==> config.mk <==
export PLATFORM = sky130hd
export DESIGN_NAME = mem_access_unit
export DESIGN_NICKNAME = d
export VERILOG_FILES = /design/src/rtl/mau_pkg.sv /design/src/rtl/mem_lane_align.sv /design/src/rtl/mem_access_unit.sv
export SDC_FILE = /design/constraint.sdc
export NUM_CORES = 1
export LEC_CHECK = 0
export BUFFER_PORTS_ARGS = -buffer_cell sky130_fd_sc_hd__buf_2
export CORE_ASPECT_RATIO = 0.6
export CORE_MARGIN = 3
export CORE_UTILIZATION = 24
export DETAILED_ROUTE_END_ITERATION = 16
export PLACE_DENSITY = 0.53
export SYNTH_ARGS = -nofsm -noshare
export SYNTH_HDL_FRONTEND = slang
export SYNTH_SLANG_ARGS = --single-unit
==> constraint.sdc <==
create_clock -name clock -period 7.4 [get_ports clock]
set_input_delay 1.48 -clock clock [delete_from_list [all_inputs] [get_ports clock]]
set_output_delay 1.48 -clock clock [all_outputs]
set_load 0.005 [all_outputs]
==> src/rtl/mau_pkg.sv <==
// Shared definitions for the memory access unit and its lane aligner.
// - Access size encodings (byte/half/word/illegal).
// - FSM state encoding.
// - Big-endian lane position constants and helpers.
package mau_pkg;

  localparam logic [1:0] SZ_BYTE = 2'd0;
  localparam logic [1:0] SZ_HALF = 2'd1;
  localparam logic [1:0] SZ_WORD = 2'd2;
  localparam logic [1:0] SZ_BAD  = 2'd3;

  typedef enum logic [1:0] {
    ST_IDLE   = 2'd0,
    ST_ACC_RD = 2'd1,
    ST_ACC_WR = 2'd2,
    ST_RESP   = 2'd3
  } mau_state_e;

  localparam int unsigned BYTE_W = 8;
  localparam int unsigned HALF_W = 16;

  // Big-endian: byte lane 0 is the most significant byte of the word.
  localparam logic [4:0] BYTE0_LSB   = 5'd24;
  localparam logic [4:0] HALF_HI_LSB = 5'd16;
  localparam logic [4:0] HALF_LO_LSB = 5'd0;

  function automatic logic [4:0] byte_lsb(input logic [1:0] lane);
    return BYTE0_LSB - {lane, 3'b000};
  endfunction

  function automatic logic [4:0] half_lsb(input logic lo_sel);
    return lo_sel ? HALF_LO_LSB : HALF_HI_LSB;
  endfunction

endpackage

==> src/rtl/mem_lane_align.sv <==
// Combinational lane aligner for a big-endian word-only memory.
// Ports:
//   word      in  32  word read from memory
//   lane      in   2  byte offset within the word (addr[1:0])
//   size      in   2  access size (SZ_BYTE / SZ_HALF / SZ_WORD)
//   sign_ext  in   1  sign-extend sub-word loads
//   wdata     in  16  right-justified store data (low byte/half used)
//   load_data out 32  extracted and extended load value
//   merged    out 32  word with the store data merged into its lane
module mem_lane_align
  import mau_pkg::*;
(
  input  logic [31:0]       word,
  input  logic [1:0]        lane,
  input  logic [1:0]        size,
  input  logic              sign_ext,
  input  logic [HALF_W-1:0] wdata,
  output logic [31:0]       load_data,
  output logic [31:0]       merged
);

  logic [4:0]        b_lsb;
  logic [4:0]        h_lsb;
  logic [BYTE_W-1:0] b;
  logic [HALF_W-1:0] h;

  always_comb begin
    b_lsb     = byte_lsb(lane);
    h_lsb     = half_lsb(lane[1]);
    b         = BYTE_W'(word >> b_lsb);
    h         = HALF_W'(word >> h_lsb);
    load_data = word;
    merged    = word;
    case (size)
      SZ_BYTE: begin
        load_data = {{(32 - BYTE_W){sign_ext & b[BYTE_W-1]}}, b};
        merged    = (word & ~(32'h0000_00FF << b_lsb)) |
                    (32'(wdata[BYTE_W-1:0]) << b_lsb);
      end
      SZ_HALF: begin
        load_data = {{(32 - HALF_W){sign_ext & h[HALF_W-1]}}, h};
        merged    = (word & ~(32'h0000_FFFF << h_lsb)) |
                    (32'(wdata) << h_lsb);
      end
      default: ;
    endcase
  end

endmodule

==> src/rtl/mem_access_unit.sv <==
// Memory-stage controller in front of a word-only data_memory.
// Accepts byte/half/word loads and stores, word-aligns the address,
// extends sub-word loads and performs read-modify-write for sub-word
// stores. A memory access completes when mem_vivi toggles.
// Ports:
//   clock, reset0                 clock, synchronous active-low reset
//   req_valid/req_ready           request handshake (ready only when idle)
//   req_we/size/signed/addr/wdata request fields
//   resp_valid/resp_rdata/resp_err one-cycle completion pulse and result
//   mem_visit/addr/data/we        to data_memory
//   mem_outp/valid/vivi           from data_memory
module mem_access_unit
  import mau_pkg::*;
#(
  parameter int unsigned MEM_SIZE = 262144,
  parameter int unsigned TIMEOUT  = 8
) (
  input  logic        clock,
  input  logic        reset0,
  input  logic        req_valid,
  output logic        req_ready,
  input  logic        req_we,
  input  logic [1:0]  req_size,
  input  logic        req_signed,
  input  logic [31:0] req_addr,
  input  logic [31:0] req_wdata,
  output logic        resp_valid,
  output logic [31:0] resp_rdata,
  output logic        resp_err,
  output logic        mem_visit,
  output logic [31:0] mem_addr,
  output logic [31:0] mem_data,
  output logic        mem_we,
  input  logic [31:0] mem_outp,
  input  logic        mem_valid,
  input  logic        mem_vivi
);

  localparam int unsigned CNT_W = (TIMEOUT > 1) ? $clog2(TIMEOUT) : 1;

  mau_state_e        state;
  logic              a_we;
  logic [1:0]        a_size;
  logic              a_signed;
  logic [1:0]        a_lane;
  logic [HALF_W-1:0] a_wdata;
  logic              err_q;
  logic [31:0]       load_q;
  logic              vivi_ref;
  logic [CNT_W-1:0]  cnt;

  logic              req_bad;
  logic              vivi_hit;
  logic [31:0]       load_data;
  logic [31:0]       merged;

  assign req_ready = (state == ST_IDLE);
  assign vivi_hit  = (mem_vivi != vivi_ref);

  always_comb begin
    req_bad = 1'b0;
    case (req_size)
      SZ_HALF: req_bad = req_addr[0];
      SZ_WORD: req_bad = |req_addr[1:0];
      SZ_BAD:  req_bad = 1'b1;
      default: ;
    endcase
    if (({1'b0, req_addr} + 33'd3) >= 33'(MEM_SIZE))
      req_bad = 1'b1;
  end

  mem_lane_align u_align (
    .word      (mem_outp),
    .lane      (a_lane),
    .size      (a_size),
    .sign_ext  (a_signed),
    .wdata     (a_wdata),
    .load_data (load_data),
    .merged    (merged)
  );

  always_ff @(posedge clock) begin
    if (!reset0) begin
      state      <= ST_IDLE;
      a_we       <= 1'b0;
      a_size     <= SZ_BYTE;
      a_signed   <= 1'b0;
      a_lane     <= '0;
      a_wdata    <= '0;
      err_q      <= 1'b0;
      load_q     <= '0;
      vivi_ref   <= mem_vivi;
      cnt        <= '0;
      resp_valid <= 1'b0;
      resp_err   <= 1'b0;
      resp_rdata <= '0;
      mem_visit  <= 1'b0;
      mem_we     <= 1'b0;
      mem_addr   <= '0;
      mem_data   <= '0;
    end else begin
      resp_valid <= 1'b0;
      resp_err   <= 1'b0;
      case (state)
        ST_IDLE: begin
          // Track vivi while idle so the reference is current on entry.
          vivi_ref <= mem_vivi;
          cnt      <= '0;
          if (req_valid) begin
            a_we     <= req_we;
            a_size   <= req_size;
            a_signed <= req_signed;
            a_lane   <= req_addr[1:0];
            a_wdata  <= req_wdata[HALF_W-1:0];
            load_q   <= '0;
            if (req_bad) begin
              err_q <= 1'b1;
              state <= ST_RESP;
            end else begin
              err_q     <= 1'b0;
              mem_visit <= 1'b1;
              mem_addr  <= {req_addr[31:2], 2'b00};
              if (req_we && req_size == SZ_WORD) begin
                mem_we   <= 1'b1;
                mem_data <= req_wdata;
                state    <= ST_ACC_WR;
              end else begin
                mem_we   <= 1'b0;
                mem_data <= '0;
                state    <= ST_ACC_RD;
              end
            end
          end
        end

        ST_ACC_RD, ST_ACC_WR: begin
          if (vivi_hit) begin
            cnt <= '0;
            if (!mem_valid) begin
              err_q     <= 1'b1;
              mem_visit <= 1'b0;
              mem_we    <= 1'b0;
              state     <= ST_RESP;
            end else if (state == ST_ACC_RD && a_we) begin
              // RMW: visit stays high and turns into the write access.
              mem_data <= merged;
              mem_we   <= 1'b1;
              vivi_ref <= mem_vivi;
              state    <= ST_ACC_WR;
            end else begin
              if (!a_we)
                load_q <= load_data;
              mem_visit <= 1'b0;
              mem_we    <= 1'b0;
              state     <= ST_RESP;
            end
          end else if (cnt == CNT_W'(TIMEOUT - 1)) begin
            err_q     <= 1'b1;
            mem_visit <= 1'b0;
            mem_we    <= 1'b0;
            state     <= ST_RESP;
          end else begin
            cnt <= cnt + 1'b1;
          end
        end

        ST_RESP: begin
          resp_valid <= 1'b1;
          resp_err   <= err_q;
          resp_rdata <= err_q ? '0 : load_q;
          state      <= ST_IDLE;
        end

        default: state <= ST_IDLE;
      endcase
    end
  end

endmodule

== Word level (Yosys, flattened, before mapping) ==
Cells that the tools add are included.

* Add/sub/neg operators: 3
* $lt $le $gt $ge: 1
* Equality and inequality tests: 24
* Shifts and indexed selects: 6
* Mux-type cells: 56
* Bitwise logic cells: 9
* Reduce and logical (&&, ||, !) cells: 18

{| class="wikitable"
|+ Operators by type and width
! cell !! number
|-
| 32-bit 2-to-1 mux || 12
|-
| 32-bit one-hot mux with 2 select lines || 4
|-
| 32-bit AND || 2
|-
| 32-bit inverter || 2
|-
| 32-bit OR || 2
|-
| 32-bit by 2-bit adder with 33-bit output, second input constant || 1
|-
| 33-bit by 19-bit greater-or-equal comparator with 1-bit output, second input constant || 1
|-
| 16-bit by 5-bit << shifter with 32-bit output || 1
|-
| 16-bit by 5-bit << shifter with 32-bit output, first input constant || 1
|-
| 8-bit by 5-bit << shifter with 32-bit output || 1
|-
| 8-bit by 5-bit << shifter with 32-bit output, first input constant || 1
|-
| 32-bit by 5-bit >> shifter with 16-bit output || 1
|-
| 32-bit by 5-bit >> shifter with 8-bit output || 1
|-
| 1-bit 2-to-1 mux || 25
|-
| 3-bit != test, second input constant || 6
|-
| 2-bit != test, second input constant || 7
|-
| 4-bit AND reduction || 3
|-
| 6-bit AND reduction || 2
|-
| 2-bit 2-to-1 mux || 5
|-
| 2-bit == test, second input constant || 4
|-
| 1-bit one-hot mux with 2 select lines || 4
|-
| 2-bit AND reduction || 4
|-
| 2-bit by 1-bit == test with 1-bit output, second input constant || 3
|-
| 3-bit 2-to-1 mux || 2
|-
| other kinds (18) || 22
|}

* Register bits: 159
* Input port bits: 105
* Word-level logic and storage cells: 134

== Logic depth before layout (Yosys ltp) ==
* Depth in word-level cells: 10
* Mapped depth: 11

== Hierarchy ==
Synthesis repeated with hierarchy kept, for this count alone.

* Cells, all modules: 1017
* Area total of the unflattened synthesis: 8176.6 µm²

{| class="wikitable"
|+ By module, submodules not included
! module !! instances !! cells an instance !! area an instance (µm²) !! sequential area each (µm²)
|-
| mem_access_unit || 1 || 834 || 6804.0 || 3193.1
|-
| mem_lane_align || 1 || 183 || 1372.6 || 0.0
|}

== Worst setup path before layout ==
No wires, ideal clock.

* Kind: input -> register
* Start: input req_addr[24]
* End: register mem_data[10]
* Library setup time: 0.137 ns
* Data arrival time: 3.536 ns
* Path slack: 3.726 ns
* Stages on the path: 9
* Buffers on the path: 2
* Path through: nand3_1 -> or4_1 -> or4b_1 -> a2bb2oi_2 -> nand4_1 -> buf_4 -> o21ai_4 -> buf_6 -> a32oi_1

* Cells in the longest elaborated chain, start to end: 5

{| class="wikitable"
|+ Ends and longest elaborated chain
! what !! line !! source
|-
| start, declared || mem_access_unit.sv:25 || <nowiki>input logic [31:0] req_addr,</nowiki>
|-
| 32-bit by 2-bit adder with 33-bit output || mem_access_unit.sv:68 || <nowiki>if (({1'b0, req_addr} + 33'd3) >= 33'(MEM_SIZE))</nowiki>
|-
| 33-bit by 19-bit greater-or-equal comparator with 1-bit output || mem_access_unit.sv:68 ||
|-
| 1-bit 2-to-1 mux || mem_access_unit.sv:68 ||
|-
| 2-bit != test (no line) || n/a ||
|-
| 6-bit AND reduction (no line) || n/a ||
|-
| end signal, assigned || mem_access_unit.sv:125 || <nowiki>mem_data <= req_wdata;</nowiki>
|-
| end signal, assigned || mem_access_unit.sv:146 || <nowiki>mem_data <= merged;</nowiki>
|-
| end, declared || mem_access_unit.sv:32 || <nowiki>output logic [31:0] mem_data,</nowiki>
|}

Every way passes these cells.
A chain may end at the register's enable or synchronous reset.

== Worst setup path after layout ==
* Start: input req_addr[14]
* End: register mem_data[4]

Same word-level chain as after synthesis.

==> qor.log <==
qor: worst_setup_path.timing.critical_path.required 7.74 ns
qor: synth.number_of_flops_mapped_to_enable_cells_by_yosys 1
qor: global_routing.vias_in_the_first_global_route 7,547
qor: worst_setup_path.worstSetupEndpointType flip-flop
qor: cts.cts_root_buf clkbuf_16
qor: die.core 31,600 um^2
qor: timing.finalClockSkew 0.00913 ns
qor: detailed_routing.drcViolationCount 0
qor: global_routing.grt_antenna_before_repair 5
qor: global_routing.grt_util_all_layers 17.8%
qor: detailed_routing.viasPerCell 5.19
qor: synth.synth_cell_type_count 60
qor: synth.ys.flop_type dfxtp_1
qor: synth.yosys_top_cell_by_area dfxtp_1
qor: synth.netlist.area_leader.share 40.5%
qor: detailed_routing.antenna_left 0
qor: synth.ys_warn_count 0
qor: timing.timing.final.max_slew_violations 0
qor: global_routing.grt_max_degree 86
qor: cts.cts_num_sinks 159
qor: flow_run.maxCapViolations 0
qor: synth.synth_simple_gate_area_share 23.3%
qor: timing.timing.final.crit_share 58.4%
qor: cts.setup_fix_bufs_post_cts 0
qor: cts.cts_tree done
qor: worst_setup_path.worst_setup_path_start_kind input port
qor: synth.largest_family_of_logic_cells_by_synthesized_area compound AO/OA/AOI/OAI gates
qor: worst_setup_path.crit_chain buf_2 -> nand4_1 -> or4_1 -> or4b_1 -> a2bb2oi_2 -> and4_1 -> buf_4 -> nand2_2 -> a32oi_1
qor: outcome.outcome finished, final reports clean
qor: final_layout.finalNetCount 1,246
qor: synth.synth-xor-area-share 0.561%
qor: final_layout.area_growth_syn_to_layout 24.5%
qor: global_routing.grt_pass1_wl 47,200 um
qor: worst_setup_path.path_type_of_the_worst_setup_path in -> reg
qor: timing.final_critical_period 4.32 ns
qor: timing.worstMarginPinSlew 1.18 ns
qor: synth.synth_seq_area_share 40.9%
qor: die.die-width 239 um
qor: cts.worstSkewPairLatency 0.45 ns
qor: synth.synth.area.top_cells dfxtp_1 (41%), a21oi_1 (8.7%), nand2_1 (6.9%)
qor: power_and_ir_drop.p_leak 3.81 nW
qor: timing.rsz_0062_raised_after_global_routing false
qor: synth.synthArstFlopShare 0%
qor: timing.finalHoldViolations 0
qor: timing.maxSlewHeadroom 21.1%
qor: cts.cts_max_level 4
qor: worst_setup_path.critPathMaxStageDelay 0.63 ns
qor: placed_design.detailedPlacementHpwl 23,100 um
qor: power_and_ir_drop.p_total 2.96 mW
qor: cts.cts_hold_buf 0
qor: timing.timing.setup.tns 0 ns
qor: timing.clock.fmax 231 MHz
qor: synth.synthAdderAreaFrac 0.801%
qor: die.initial_utilization 24.7%
qor: synth.post_synth_instance_area 7810 um^2
qor: die.ios 206
qor: power_and_ir_drop.pwr_density_cell 304 nW/um^2
qor: synth.synth.area.mux_share 2.04%
qor: worst_setup_path.timing.critical_path.fanout_max 23
qor: worst_setup_path.critPathSlowestCell and4_1
qor: synth.synthesized_area_fraction_occupied_by_ao_oa_aoi_and_oai_cells 27.1%
qor: detailed_routing.detail_route.wirelength 31,500 um
qor: die.placement_rows 50
qor: detailed_routing.post_drt_wl_per_cell 20.1 um
qor: worst_hold_path.path_class_of_the_lowest_slack_min_delay_path reg -> reg
qor: final_layout.fraction_of_final_layout_cells_sized_beyond_drive_strength_1 23.5%
qor: cts.number_of_gates_resized_after_cts 0
qor: placed_design.placement.cell_area 9090 um^2
qor: synth.synth-seq-cells 159
qor: detailed_routing.drt_pre_antenna_iters 5
qor: placed_design.port-buffer-count 203
qor: power_and_ir_drop.max-vdd-ir-drop 0.192 mV
qor: cts.cts-root-to-sink-buffers 2
qor: timing.report.final.setup_viol 0
qor: placed_design.routabilityCongestion 0.882
qor: detailed_routing.total_number_of_vias 8,127
qor: cts.cts.reportedPaths.clkPinSlew 0.06 ns
qor: worst_setup_path.worstPathArrival 4.66 ns
qor: synth.post_synthesis_average_cell_area 7.93 um^2
qor: synth.netlist_instances 984
qor: die.dieHeight 146 um
qor: detailed_routing.first_iter_violations 845
qor: die.die_area 34,800 um^2
qor: cts.tritoncts.num_buffers 17
qor: global_routing.grt.overflow.total 0
qor: final_layout.final_cell_area 9720 um^2
-- metrics by stage --
| stage | util (%) | hold WS [ns] | setup WS (ns) | std cells |
|---|---|---|---|---|
| 6_report | 30.8 | 0.456 | 3.08 | 1566 |
| 5_1_grt | 30.7 | 0.475 | 2.77 | 1565 |
| 2_1_floorplan | - | 0.432 | 3.73 | 985 |
| 3_5_place_dp | 28.8 | 0.449 | 2.68 | 1533 |
| 3_3_place_gp | 28.8 | 0.442 | 2.85 | 1533 |
| 4_1_cts | 30.7 | 0.460 | 3.15 | 1562 |
-- state kept, by name, summed over array words and instances (netlist names), 2 cells and up --
name	flops
a_lane	2
mem_addr	30
load_q	32
mem_data	32
state	2
a_wdata	16
a_size	2
resp_rdata	32
cnt	3
-- logic make-up after synthesis --
logic type                 Yosys count
xor gates and xnor gates             5
muxes                               14
AOI/OAI and AO/OA                  335
adders and majority gates            5
DFF                                159
buffers and inverters               95
and+or+nand+nor                    370
other                                1
-- critical path, delay by kind of cell --
family,cells,cell delay (ns)
AOI/OAI and AO/OA,2,0.48
buffers and inverters,2,0.39
and+or+nand+nor,5,2.29
-- area by class of cell --
| type | count | area [um^2] |
|---|---|---|
| fill | 3374 | 21900 |
| multi-input combinational | 731 | 4210 |
| sequential | 159 | 3190 |
| timing repair buffer | 218 | 1130 |
| tap | 416 | 520 |
| clock buffer | 18 | 429 |
| clock inverter | 11 | 191 |
| inverter | 9 | 33.8 |
| antenna | 4 | 10.0 |
-- synth_stat cells (5+ instances only) --
cell       instances
ha_1               5
o21ai_0           61
nand2b_1          35
dfxtp_1          158
nand4_1           13
a22oi_1           31
nand3_1           42
nor2_1            56
nor3_1            11
inv_1              8
clkbuf_1          74
a21oi_1          136
nand3b_1          32
nand2_1          143
mux2i_1           11
a221oi_1           9
o22ai_1           12
a32oi_1           23
and3_1            18
a2bb2oi_1          7
a22o_1            12
o221a_2            7
buf_4              6
a31oi_1           11
-- report_power, final --
part,switching (mW),internal (mW)
clock network,0.375,0.592
registers,0.0804,0.925
logic,0.657,0.328
total,1.11,1.84
-- placed cells by master (no fill, tap or decap), types with 4 or more instances in the layout --
master     Yosys  final
nand4_1       13     13
clkbuf_16      0     17
nor2_1        56     56
o21ai_0       61     61
nand2b_1      35     35
xor2_1         4      4
and3_1        18     18
a31oi_1       11     11
buf_2          1    203
a221oi_1       9      9
o221a_2        7      7
o31ai_1        4      4
a32oi_1       23     23
mux2i_1       11     11
nand2_1      143    143
ha_1           5      4
a22o_1        12     12
o22ai_1       12     12
inv_1          8      8
dfxtp_1      158    158
nand3_1       42     42
a2bb2oi_1      7      7
bufinv_16      0      5
a211oi_1       4      4
buf_4          6     15
a21oi_1      136    136
a22oi_1       31     31
diode_2        0      4
o311ai_0       4      4
nand3b_1      32     32
nor3_1        11     11
-- worst paths after layout --
check	from	cells past startpoint	slack (ns)	to
worst max-delay path	req_addr[14]	9	3.08	mem_data[4]$_SDFFE_PN0P_
worst max register to register	state[0]$_SDFFE_PN0P_	8	4.07	load_q[17]$_SDFFE_PN0P_
worst min register to register	load_q[16]$_SDFFE_PN0P_	2	0.46	load_q[16]$_SDFFE_PN0P_
worst min-delay path	load_q[16]$_SDFFE_PN0P_	2	0.46	load_q[16]$_SDFFE_PN0P_
-- layer usage --
metal	track usage, %	share of wire, %	routed length (um)
met5	0	0.076	24
met4	4.74	1.6	510
met3	5.91	8.2	2600
met2	25.1	42	13300
met1	25.8	48	15100
Power figures use the tool's default switching activity.
